### config.mk
export PLATFORM = sky130hd
export DESIGN_NAME = symbol_sequence_controller
export DESIGN_NICKNAME = d
export VERILOG_FILES = /design/src/rtl/sam_pkg.sv /design/src/rtl/noise_lfsr.sv /design/src/rtl/symbol_sequence_controller.sv
export SDC_FILE = /design/constraint.sdc
export NUM_CORES = 1
export LEC_CHECK = 0
export CORE_ASPECT_RATIO = 1.25
export CORE_MARGIN = 3
export CORE_UTILIZATION = 52
export DETAILED_ROUTE_END_ITERATION = 8
export GPL_TIMING_DRIVEN = 0
export PLACE_DENSITY = 0.89
export SLEW_MARGIN = 0
export SYNTH_ARGS = -nofsm -noshare
export SYNTH_HDL_FRONTEND = slang
export SYNTH_SLANG_ARGS = --single-unit
### constraint.sdc
create_clock -name clk -period 3 [get_ports clk]
set_input_delay 0.3 -clock clk [delete_from_list [all_inputs] [get_ports clk]]
set_output_delay 0.3 -clock clk [all_outputs]
set_load 0.02 [all_outputs]
### src/rtl/sam_pkg.sv
// Shared types and constants for the symbol sequencing path into the associative memory.
package sam_pkg;

    localparam int unsigned CNT_W     = 16;
    localparam logic [15:0] LFSR_TAPS = 16'hB400;

    typedef enum logic [1:0] {
        IDLE   = 2'd0,
        TRAIN  = 2'd1,
        RECALL = 2'd2,
        DONE   = 2'd3
    } seq_state_t;

endpackage

### src/rtl/noise_lfsr.sv
// 16-bit right-shifting Galois LFSR selecting which symbol bit is flipped during RECALL.
module noise_lfsr
    import sam_pkg::*;
(
    input  logic        clk,
    input  logic        rstb,
    input  logic        load,
    input  logic [15:0] seed,
    input  logic        advance,
    output logic [15:0] value
);

    logic [15:0] value_q;
    logic [15:0] value_d;

    always_comb begin
        value_d = value_q;
        if (load) begin
            value_d = seed;
        end else if (advance) begin
            value_d = {1'b0, value_q[15:1]} ^ (value_q[0] ? LFSR_TAPS : '0);
        end
    end

    always_ff @(posedge clk) begin
        if (!rstb) begin
            value_q <= seed;
        end else begin
            value_q <= value_d;
        end
    end

    assign value = value_q;

endmodule

### src/rtl/symbol_sequence_controller.sv
// Runs one TRAIN/RECALL episode per start pulse, presenting generator symbols to the memory
// through a valid/ready output register that holds stable under backpressure.
module symbol_sequence_controller
    import sam_pkg::*;
#(
    parameter int unsigned SYM_W      = 8,
    parameter int unsigned TRAIN_LEN  = 16,
    parameter int unsigned RECALL_LEN = 16,
    parameter bit          NOISE_EN   = 1'b1,
    parameter logic [15:0] LFSR_SEED  = 16'hACE1
) (
    input  logic             clk,
    input  logic             rstb,
    input  logic             start,
    input  logic             abort,
    input  logic [SYM_W-1:0] sym_in,
    output logic             out_valid,
    input  logic             out_ready,
    output logic [SYM_W-1:0] out_symbol,
    output logic [SYM_W-1:0] out_target,
    output logic             out_mode,
    output logic             busy,
    output logic             done,
    output logic [CNT_W-1:0] xfer_cnt
);

    localparam int unsigned      IDX_W       = $clog2(SYM_W);
    localparam logic [CNT_W-1:0] TRAIN_LAST  = CNT_W'(TRAIN_LEN - 1);
    localparam logic [CNT_W-1:0] RECALL_LAST = (RECALL_LEN == 0) ? '0 : CNT_W'(RECALL_LEN - 1);

    seq_state_t       state_q, state_d;
    logic             out_valid_q, out_valid_d;
    logic [SYM_W-1:0] out_symbol_q, out_symbol_d;
    logic [SYM_W-1:0] out_target_q, out_target_d;
    logic             out_mode_q, out_mode_d;
    logic             busy_q, busy_d;
    logic             done_q, done_d;
    logic [CNT_W-1:0] xfer_cnt_q, xfer_cnt_d;

    logic             lfsr_load;
    logic             lfsr_adv;
    logic [15:0]      lfsr_value;
    logic [IDX_W-1:0] noise_idx;
    logic [SYM_W-1:0] noise_mask;
    logic             xfer;

    noise_lfsr u_noise_lfsr (
        .clk     (clk),
        .rstb    (rstb),
        .load    (lfsr_load),
        .seed    (LFSR_SEED),
        .advance (lfsr_adv),
        .value   (lfsr_value)
    );

    assign xfer       = out_valid_q & out_ready;
    assign noise_idx  = IDX_W'(lfsr_value & 16'(SYM_W - 1));
    assign noise_mask = NOISE_EN ? (SYM_W'(1) << noise_idx) : '0;

    always_comb begin
        state_d      = state_q;
        out_valid_d  = out_valid_q;
        out_symbol_d = out_symbol_q;
        out_target_d = out_target_q;
        out_mode_d   = out_mode_q;
        xfer_cnt_d   = xfer_cnt_q;
        lfsr_load    = 1'b0;
        lfsr_adv     = 1'b0;

        case (state_q)
            IDLE: begin
                if (start) begin
                    state_d      = TRAIN;
                    out_valid_d  = 1'b1;
                    out_symbol_d = sym_in;
                    out_target_d = sym_in;
                    out_mode_d   = 1'b0;
                    xfer_cnt_d   = '0;
                    lfsr_load    = 1'b1;
                end
            end
            TRAIN: begin
                if (xfer) begin
                    if (xfer_cnt_q != TRAIN_LAST) begin
                        xfer_cnt_d   = xfer_cnt_q + CNT_W'(1);
                        out_symbol_d = sym_in;
                        out_target_d = sym_in;
                    end else if (RECALL_LEN != 0) begin
                        // First RECALL symbol loads on the same edge so the stream has no bubble.
                        state_d      = RECALL;
                        xfer_cnt_d   = '0;
                        out_mode_d   = 1'b1;
                        out_target_d = sym_in;
                        out_symbol_d = sym_in ^ noise_mask;
                        lfsr_adv     = 1'b1;
                    end else begin
                        state_d     = DONE;
                        out_valid_d = 1'b0;
                        xfer_cnt_d  = xfer_cnt_q + CNT_W'(1);
                    end
                end
            end
            RECALL: begin
                if (xfer) begin
                    xfer_cnt_d = xfer_cnt_q + CNT_W'(1);
                    if (xfer_cnt_q == RECALL_LAST) begin
                        state_d     = DONE;
                        out_valid_d = 1'b0;
                    end else begin
                        out_target_d = sym_in;
                        out_symbol_d = sym_in ^ noise_mask;
                        lfsr_adv     = 1'b1;
                    end
                end
            end
            default: begin
                state_d = IDLE;
            end
        endcase

        // A coincident transfer is still accepted downstream, but abort owns the next state.
        if (abort && (state_q == TRAIN || state_q == RECALL)) begin
            state_d     = IDLE;
            out_valid_d = 1'b0;
            xfer_cnt_d  = '0;
        end

        busy_d = (state_d == TRAIN) || (state_d == RECALL);
        done_d = (state_d == DONE);
    end

    always_ff @(posedge clk) begin
        if (!rstb) begin
            state_q      <= IDLE;
            out_valid_q  <= 1'b0;
            out_symbol_q <= '0;
            out_target_q <= '0;
            out_mode_q   <= 1'b0;
            busy_q       <= 1'b0;
            done_q       <= 1'b0;
            xfer_cnt_q   <= '0;
        end else begin
            state_q      <= state_d;
            out_valid_q  <= out_valid_d;
            out_symbol_q <= out_symbol_d;
            out_target_q <= out_target_d;
            out_mode_q   <= out_mode_d;
            busy_q       <= busy_d;
            done_q       <= done_d;
            xfer_cnt_q   <= xfer_cnt_d;
        end
    end

    assign out_valid  = out_valid_q;
    assign out_symbol = out_symbol_q;
    assign out_target = out_target_q;
    assign out_mode   = out_mode_q;
    assign busy       = busy_q;
    assign done       = done_q;
    assign xfer_cnt   = xfer_cnt_q;

endmodule

---- After elaboration in Yosys (flattened, before gate mapping) ----
Index checks and enable logic that the tools add are counted.
word-level totals
  flip-flop bits (word level) ............. 54
  bits of input ports ..................... 13
  output and inout port bits .............. 36
  word-level logic and storage cells ...... 79
cells by class
  add/subtract/negate cells ............... 1
  eq/ne operators ......................... 13
  shift operators ......................... 1
  multiplexer cells ....................... 38
  bitwise operators ....................... 4
  reduce and logical (&&, ||, !) cells .... 13
operators with widths
  operator                                                                   number
  16-bit 2-to-1 mux                                                          5
  8-bit 2-to-1 mux                                                           8
  16-bit case mux with 3 select lines                                        1
  8-bit case mux with 3 select lines                                         2
  16-bit by 1-bit adder with 16-bit output (second input constant)           1
  16-bit by 4-bit equality test with 1-bit output (second input constant)    1
  16-bit by 4-bit inequality test with 1-bit output (second input constant)  1
  15-bit by 16-bit bitwise XOR with 16-bit output                            1
  1-bit 2-to-1 mux                                                           12
  2-bit 2-to-1 mux                                                           6
  2-bit inequality test (second input constant)                              6
  4-bit AND reduction                                                        3
  1-bit by 3-bit << shifter with 8-bit output (first input constant)         1
  8-bit bitwise XOR                                                          1
  2-bit equality test (second input constant)                                3
  1-bit case mux with 2 select lines                                         3
  2-bit case mux with 3 select lines                                         1
  5-bit AND reduction                                                        1
  2-bit by 1-bit equality test with 1-bit output (second input constant)     2
  2-bit nonzero test                                                         2
  2-bit OR reduction                                                         2
  3-bit nonzero test                                                         1
  2-bit logical NOT                                                          1
  1-bit logical OR                                                           2
  3 further kinds                                                            3

---- Longest topological paths before layout ----
  word-level depth ........................ 7
  depth in mapped cells ................... 10
  mapped depth without buffers ............ 9

---- Cells and area by module ----
A second synthesis with hierarchy kept.
unflattened totals
  cell total of the unflattened synthesis .. 299
  area, all modules ....................... 2902.8 µm²
modules (own cells, without submodules)
  module                      instances  cells each  area an instance (µm²)  sequential area each (µm²)
  symbol_sequence_controller  1          260         2130.8                  760.7
  noise_lfsr                  1          39          772.0                   480.5

---- Worst setup path before layout ----
OpenSTA, ideal clock, no wires.
  path kind ............................... reg2reg
  start point ............................. register xfer_cnt_q[11], in the netlist xfer_cnt[11]
  end point ............................... register out_symbol_q[6], in the netlist out_symbol[6]
  setup time .............................. 120 ps
  arrival time ............................ 2450 ps
  data required time ...................... 2880 ps
  setup slack ............................. 430 ps
  cell stages (with the launch flop) ...... 10
  buffers on the path ..................... 1
  period minus slack after synthesis ...... 2570 ps
  cell sequence ........................... dfxtp_1 or4_4 nor4_1 ha_1 nor2_1 and4_1 clkbuf_1 nand2_1 a31oi_1 o31a_1
on the way
  cells in the longest elaborated chain, start to end .. 4
  elaborated cells on any way between the ends .. 7
  classes of those cells .................. 3 x eq/ne; 3 x mux; 1 x reduce/logical
ends and longest elaborated chain
  element                                            RTL line                           RTL
  from (decl)                                        symbol_sequence_controller.sv:38   logic [CNT_W-1:0] xfer_cnt_q, xfer_cnt_d;
  from (signal assigned)                             symbol_sequence_controller.sv:150  xfer_cnt_q <= xfer_cnt_d;
  16-bit by 4-bit inequality test with 1-bit output  symbol_sequence_controller.sv:84   if (xfer_cnt_q != TRAIN_LAST) begin
  8-bit 2-to-1 mux                                   symbol_sequence_controller.sv:84
  8-bit 2-to-1 mux                                   symbol_sequence_controller.sv:83   if (xfer) begin
  8-bit case mux with 3 select lines                 symbol_sequence_controller.sv:70   case (state_q)
  to (signal assigned)                               symbol_sequence_controller.sv:145  out_symbol_q <= out_symbol_d;
  to (decl)                                          symbol_sequence_controller.sv:33   logic [SYM_W-1:0] out_symbol_q, out_symbol_d;
Several ways; a longest one is shown, not always the timed one. The select of a mux whose other input is x is not followed.
A chain may end at the register's enable or synchronous reset.

---- Worst setup path after layout ----
Ends and elaborated chain as after synthesis.

==> flow_summary_export.csv <==
group,metric,value,unit
place,dpl.hpwl,4944,um
routing,final_antenna_net_count,0,
clocking,postCtsSetupBuffers,0,
critical_path,rr_worst_depth,9,
die,ios,49,
power_and_ir_drop,p_clk_share,32.2,%
power_and_ir_drop,max-vdd-ir-drop,0.2553,mV
critical_path,worst-path-buf-inv,1,
synthesis,synthFlopType,"dfxtp_1",
clocking,cts_sinks,54,
synthesis,ys_seq_area_share,39.76,%
run_status,status,"completed",
power_and_ir_drop,p_seq_share,49.6,%
sta,hold_violations,0,
sta,clock_skew,0.01132,ns
critical_path,cp_slowest_cell,"or4_4",
synthesis,syn_avg_cell_area,8.289,um2
synthesis,synth_edf_count,0,
die,die_w,70.68,um
layout,nFillCells,411,
sta,maxSlewHeadroom,26.86,%
clocking,insertion_delay,0.31,ns
routing,vias_per_cell,5.840,
power_and_ir_drop,p_switching,0.4169,mW
layout,finalNonFillerCells,444,
power_and_ir_drop,p_leak,1.267,nW
critical_path,worst_path_largest_cell_delay,0.59,ns
clocking,cts_tree,"yes",
sta,finalMaxSlewViolations,0,
critical_path,cp.depth,9,
global_route,grt_pass1_wl,11270,um
die,die_area,6138,um2
sta,fin_tns_setup,0,ns
sta,setup_violations,0,
flow_run,maxCapViolCount,0,
min_path,hold_path_class,"reg -> reg",
layout,drive_gt1_share,7.292,%
die,core_area,4905,um2
critical_path,startpoint_type,"register",
critical_path,path_cells,"or4_4, nor4_2, ha_1, nor2_1, and4_1, clkbuf_1, nand2_1, a31oi_1, o31a_1",
place,post-place-cells,436,
place,gp_congestion,0.9325,
sta,post-route-period-util,91.53,%
global_route,grt_pass1_vias,2521,
global_route,antenna_found_initial,0,
critical_path,cp-end-kind,"register",
die,rows,28,
synthesis,synth-async-reset-ratio,0,%
critical_path,worst-path-max-fanout,10,
routing,drtIter0Drc,225,
layout,fin_nets,404,
die,initial_core_util,55.43,%
clocking,clock-root-buffer,"clkbuf_8",
global_route,grt_use_total,22.44,%
power_and_ir_drop,p_total,1.528,mW
critical_path,crit_start,"xfer_cnt[11]$_SDFFE_PP0P_",
synthesis,syn_area,2719,um2
critical_path,required,3.21,ns
synthesis,syn_nets,349,
sta,rsz0062_at_grt,"false",
power_and_ir_drop,p_int,1.111,mW
min_path,hold_start,"u_noise_lfsr.value[3]$_SDFFE_PP0P_",
routing,num_vias,2593,
power_and_ir_drop,p_per_area,450.3,nW/um2
synthesis,yosysWarnings,0,
critical_path,crit_arrival,2.96,ns
routing,drc,0,
layout,syn_to_final_growth,24.80,%
synthesis,yosysTopAreaCell,"dfxtp_1",
global_route,grt-ovfl-total,0,
sta,max_freq,364.2,MHz
min_path,worstHoldPathCells,2,
clocking,path_clk_slew,0.10,ns
clocking,cts.htree.levels,2,
critical_path,path_delay_family,"simple AND/OR/NAND/NOR gates",
clocking,cts.path.max_buffers,2,
synthesis,synth-seq-cells,54,
clocking,numCtsBuffers,5,
sta,tightest_slew,1.087,ns
routing,dr.pass1.iters,5,
power_and_ir_drop,sw_frac_of_total,27.28,%
layout,n_antenna_cell,0,
die,die_h,86.85,um
sta,period_minus_slack,2.746,ns
critical_path,crit_type,"reg -> reg",
critical_path,reg2reg_from,"xfer_cnt[11]$_SDFFE_PP0P_",
synthesis,ys_types,53,
routing,drt-total-wl,6607,um
routing,wire_per_inst,14.88,um
synthesis,syn_inst,328,
synthesis,synth_top_area_share,39.76,%
synthesis,synth.area.top_cells,"dfxtp_1 (40%), nand2_1 (8.3%), a21oi_1 (3.7%)",
global_route,grt_max_degree,18,
power_and_ir_drop,combPwrFrac,18.2,%
place,port_buffers,48,
-- tightest hold or removal path, cell delays in order (launching register included) --
cell and delay [ns]:
dfxtp_1 0.32, nand2_1 0.05, a21oi_1 0.05
-- synth_stat cells, drive strengths merged (2+ instances only) --
cell,instances
o22ai,2
xor2,11
nand3,15
or4,8
nand2,62
a21boi,10
nor3,4
nand2b,3
dfxtp,54
buf,7
o31a,2
nand4,7
and4,2
a41oi,2
and3,4
a21bo,2
nor2b,2
xnor2,6
a31oi,6
nor4,7
o21a,3
nor2,24
o21ai,12
and2,6
clkbuf,9
o31ai,2
ha,8
a21oi,20
a221oi,2
mux2,2
o211ai,6
inv,8
-- per-stage QoR --
step / worst slack (ns) / hold slack [ns] / instance area, um2 / util (%)
2_1_floorplan: 0.4305 / 0.4321 / 2719 / -
4_1_cts: 0.04860 / 0.4614 / 3387 / 69.06
6_report: 0.2541 / 0.4604 / 3393 / 69.18
5_1_grt: 0.05414 / 0.4732 / 3393 / 69.18
3_5_place_dp: 0.09426 / 0.4469 / 3274 / 66.76
3_3_place_gp: 0.1042 / 0.4408 / 3274 / 66.76
-- state kept, by name (all words and copies together), names as in the netlist --
name / flops
u_noise_lfsr.value: 16
xfer_cnt: 16
out_symbol: 8
out_target: 8
state_q: 2
busy: 1
done: 1
out_mode: 1
out_valid: 1
-- metal layers --
metal	vias to the layer above	wire length, um	share of wire (%)	global-route usage, %
met5	-	0	0	0
met4	0	138	2.1	8.889
met3	14	333	5.0	3.248
met2	86	3303	50	41.31
met1	1213	2833	43	25.99
li1	1280	-	-	-
-- power groups by stage --
stage	sequential (mW)	combinational, mW	clock, mW
finish	0.759	0.278	0.492
global route	0.763	0.300	0.539
CTS	0.759	0.277	0.506
detailed placement	0.776	0.274	0
global placement	0.774	0.270	0
floorplan	0.804	0.138	0
-- path summary, 6_finish.rpt --
check                           slack, ns                                 end
worst max-delay path                 0.25          out_symbol[6]$_SDFFE_PN0P_
worst min-delay path                 0.46  u_noise_lfsr.value[2]$_SDFFE_PP0P_
worst max register to register       0.25          out_symbol[6]$_SDFFE_PN0P_
worst min register to register       0.46  u_noise_lfsr.value[2]$_SDFFE_PP0P_
-- layout by cell type (no fill, tap or decap), drive strengths merged, types with 8 or more instances in the layout --
cell type / n
clkbuf: 14
xor2: 11
a21oi: 20
nor2: 24
ha: 8
inv: 9
o21ai: 12
dfxtp: 54
a21boi: 10
clkdlybuf4s50: 48
or4: 8
nand3: 15
nand2: 62
-- kinds of logic (layout without fill, tap and decap cells) --
| logic type | count (synthesis) | count (layout) | share of synthesized area (%) |
|---|---|---|---|
| DFF | 54 | 54 | 39.76 |
| AOI/OAI and AO/OA | 76 | 76 | 18.64 |
| xor gates and xnor gates | 17 | 17 | 5.476 |
| buffers and inverters | 24 | 80 | 4.602 |
| adders and majority gates | 8 | 8 | 3.682 |
| and+or+nand+nor | 146 | 146 | 26.65 |
| muxes | 3 | 3 | 1.196 |
-- area by class of cell --
cell class / instances / area [um2] / share of cell area [%]
Buffer: 16 / 95.09 / 2.802
Timing Repair Buffer: 48 / 480.5 / 14.16
Clock buffer: 5 / 68.82 / 2.028
Clock inverter: 3 / 43.79 / 1.291
Tap cell: 60 / 75.07 / 2.212
Multi-Input combinational cell: 250 / 1519 / 44.76
Sequential cell: 54 / 1081 / 31.86
Inverter: 8 / 30.03 / 0.8850
-- repair_timing --
action / 4_1_cts / 5_1_grt
gates resized for setup: 0 / 1
hold buffers: 0 / 0
setup endpoints to repair: 0 / 17
Power figures use the tool's default switching activity.
==> variant, RTL diff (config.mk and constraints unchanged) <==
Change the parameter `NOISE_EN` from 1'b1 to 1'b0.
--- a/src/rtl/symbol_sequence_controller.sv
+++ b/src/rtl/symbol_sequence_controller.sv
@@ -6,7 +6,7 @@
     parameter int unsigned SYM_W      = 8,
     parameter int unsigned TRAIN_LEN  = 16,
     parameter int unsigned RECALL_LEN = 16,
-    parameter bit          NOISE_EN   = 1'b1,
+    parameter bit          NOISE_EN   = 1'b0,
     parameter logic [15:0] LFSR_SEED  = 16'hACE1
 ) (
     input  logic             clk,
Behaviour: no difference found for any inputs over 10 cycles, from zero or initial values and one cycle with rstb low; that may be too few to reach the edited logic, so the function may still have changed.
==> variant against the unedited design <==
  * Worst setup slack improved by 0.49 ns
  * Sequential cell count shrank 24
  * Cell area shrank 37%
  * Non-clock buffer count is 2 lower
  * Synthesized cell count decreased by 50%
  * Maximum frequency grew 22%
  * Largest cell class unchanged
  * Critical endpoint is now xfer_cnt[11]
  * Clock power fell by 39%
  * Total power fell by 40%
  * Wire length decreased by 43%
  * Synthesized area is 44% lower
==> variant: results (changes against the unedited design) <==
* Synth Net Count at 184 (-47%)
* CTS Root Cell: clkbuf_4
* Clk_lat worst skew at 0.34 ns (+0.03 ns)
* Distinct cells, synth at 38 (-28%)
* Worst-path fanout max at 7 (-3)
* Final std cells w/o fill at 254 (-43%)
* DP Worst Slack at 0.795 ns (+0.701 ns)
* Register area share after synthesis at 39.4% (-0.35 points)
* Post-synthesis xor/xnor area fraction at 8.05% (+2.6 points)
* GRT Overall Usage at 22.6% (+0.20 points)
* Post-DP Area at 2050 um2 (-37%)
* First drt pass iteration count at 4 (-1)
* Routed vias/inst at 5.47 (-6.3%)
* CP arrival at 2.51 ns (-0.45 ns)
* Vias in the first global route at 1,343 (-47%)
* Outcome: completed
* Half-perimeter wire length of the detailed placement result at 2780 um (-44%)
* Slowest CP cell: nor4_4
* First-pass GRT wire length at 5930 um (-47%)
* DR iter-0 viols at 31 (-86%)
* VDD IR max at 0.000361 V (+41%)
* P_leak at 0.841 nW (-34%)
* Most frequent cells after synthesis: dfxtp_1, nor2_1, xor2_1
* Synth Area in Compound Gates at 8.62% (-10 points)
* Max incr delay on CP at 0.49 ns (-0.10 ns)
* Clock skew at 0.00742 ns (-0.00389 ns)
* Layout cells sized above 1 at 11.4% (+4.1 points)
* RD Place Congestion at 0.851 (-8.7%)
variant: cell count changes in the layout (fill, tap and decap cells not counted), moves of 5 or more:
| cell | delta |
|---|---|
| a21boi_0 | -8 |
| mux2i_1 | +8 |
| clkbuf_4 | +5 |
| nor2b_1 | +8 |
| nand3_1 | -11 |
| xnor2_1 | -5 |
| o21ai_0 | -10 |
| dfxtp_1 | -24 |
| a31oi_1 | -5 |
| buf_4 | +7 |
| o211ai_1 | -6 |
| clkbuf_1 | -6 |
| nand2_1 | -51 |
| a21oi_1 | -15 |
variant: path summary, 6_finish.rpt:
kind                      from           end  slack [ns]  cells after the start
setup / recovery    state_q[0]  xfer_cnt[11]        0.74                      7
hold / removal    xfer_cnt[11]  xfer_cnt[11]        0.54                      2
setup reg to reg    state_q[0]  xfer_cnt[11]        0.74                      7
hold reg to reg   xfer_cnt[11]  xfer_cnt[11]        0.54                      2
variant: layout make-up:
cell class | instances | area [um2]
inverters | 4 | 15.0
flip-flops and latches | 30 | 601
repair buffers | 48 | 480
plain buffers | 14 | 96.3
fillers | 186 | 607
multi-input cells | 116 | 812
well taps | 34 | 42.5
clock buffers | 8 | 78.8
variant: metal layers:
metal / part of all wire, % / GRT usage (%) / up-vias
met5: 0 / 0 / -
met4: 2.8 / 11.5 / 0
met3: 7.0 / 7.38 / 14
met2: 52 / 38.6 / 62
met1: 38 / 23.9 / 644
li1: - / - / 670
variant: worst reg2reg max path, delay by kind of cell, from the launching register on:
kind,cells,cell delay (ns)
fa+ha+maj,1,0.27
simple gates,4,1.28
compound gates,1,0.07
buf+inv,1,0.11
flops,1,0.44
variant: power breakdown:
part | switching [mW] | total (mW) | internal (mW)
logic | 0.0969 | 0.195 | 0.0982
clock network | 0.139 | 0.299 | 0.160
registers | 0.0140 | 0.427 | 0.413
total | 0.250 | 0.922 | 0.672
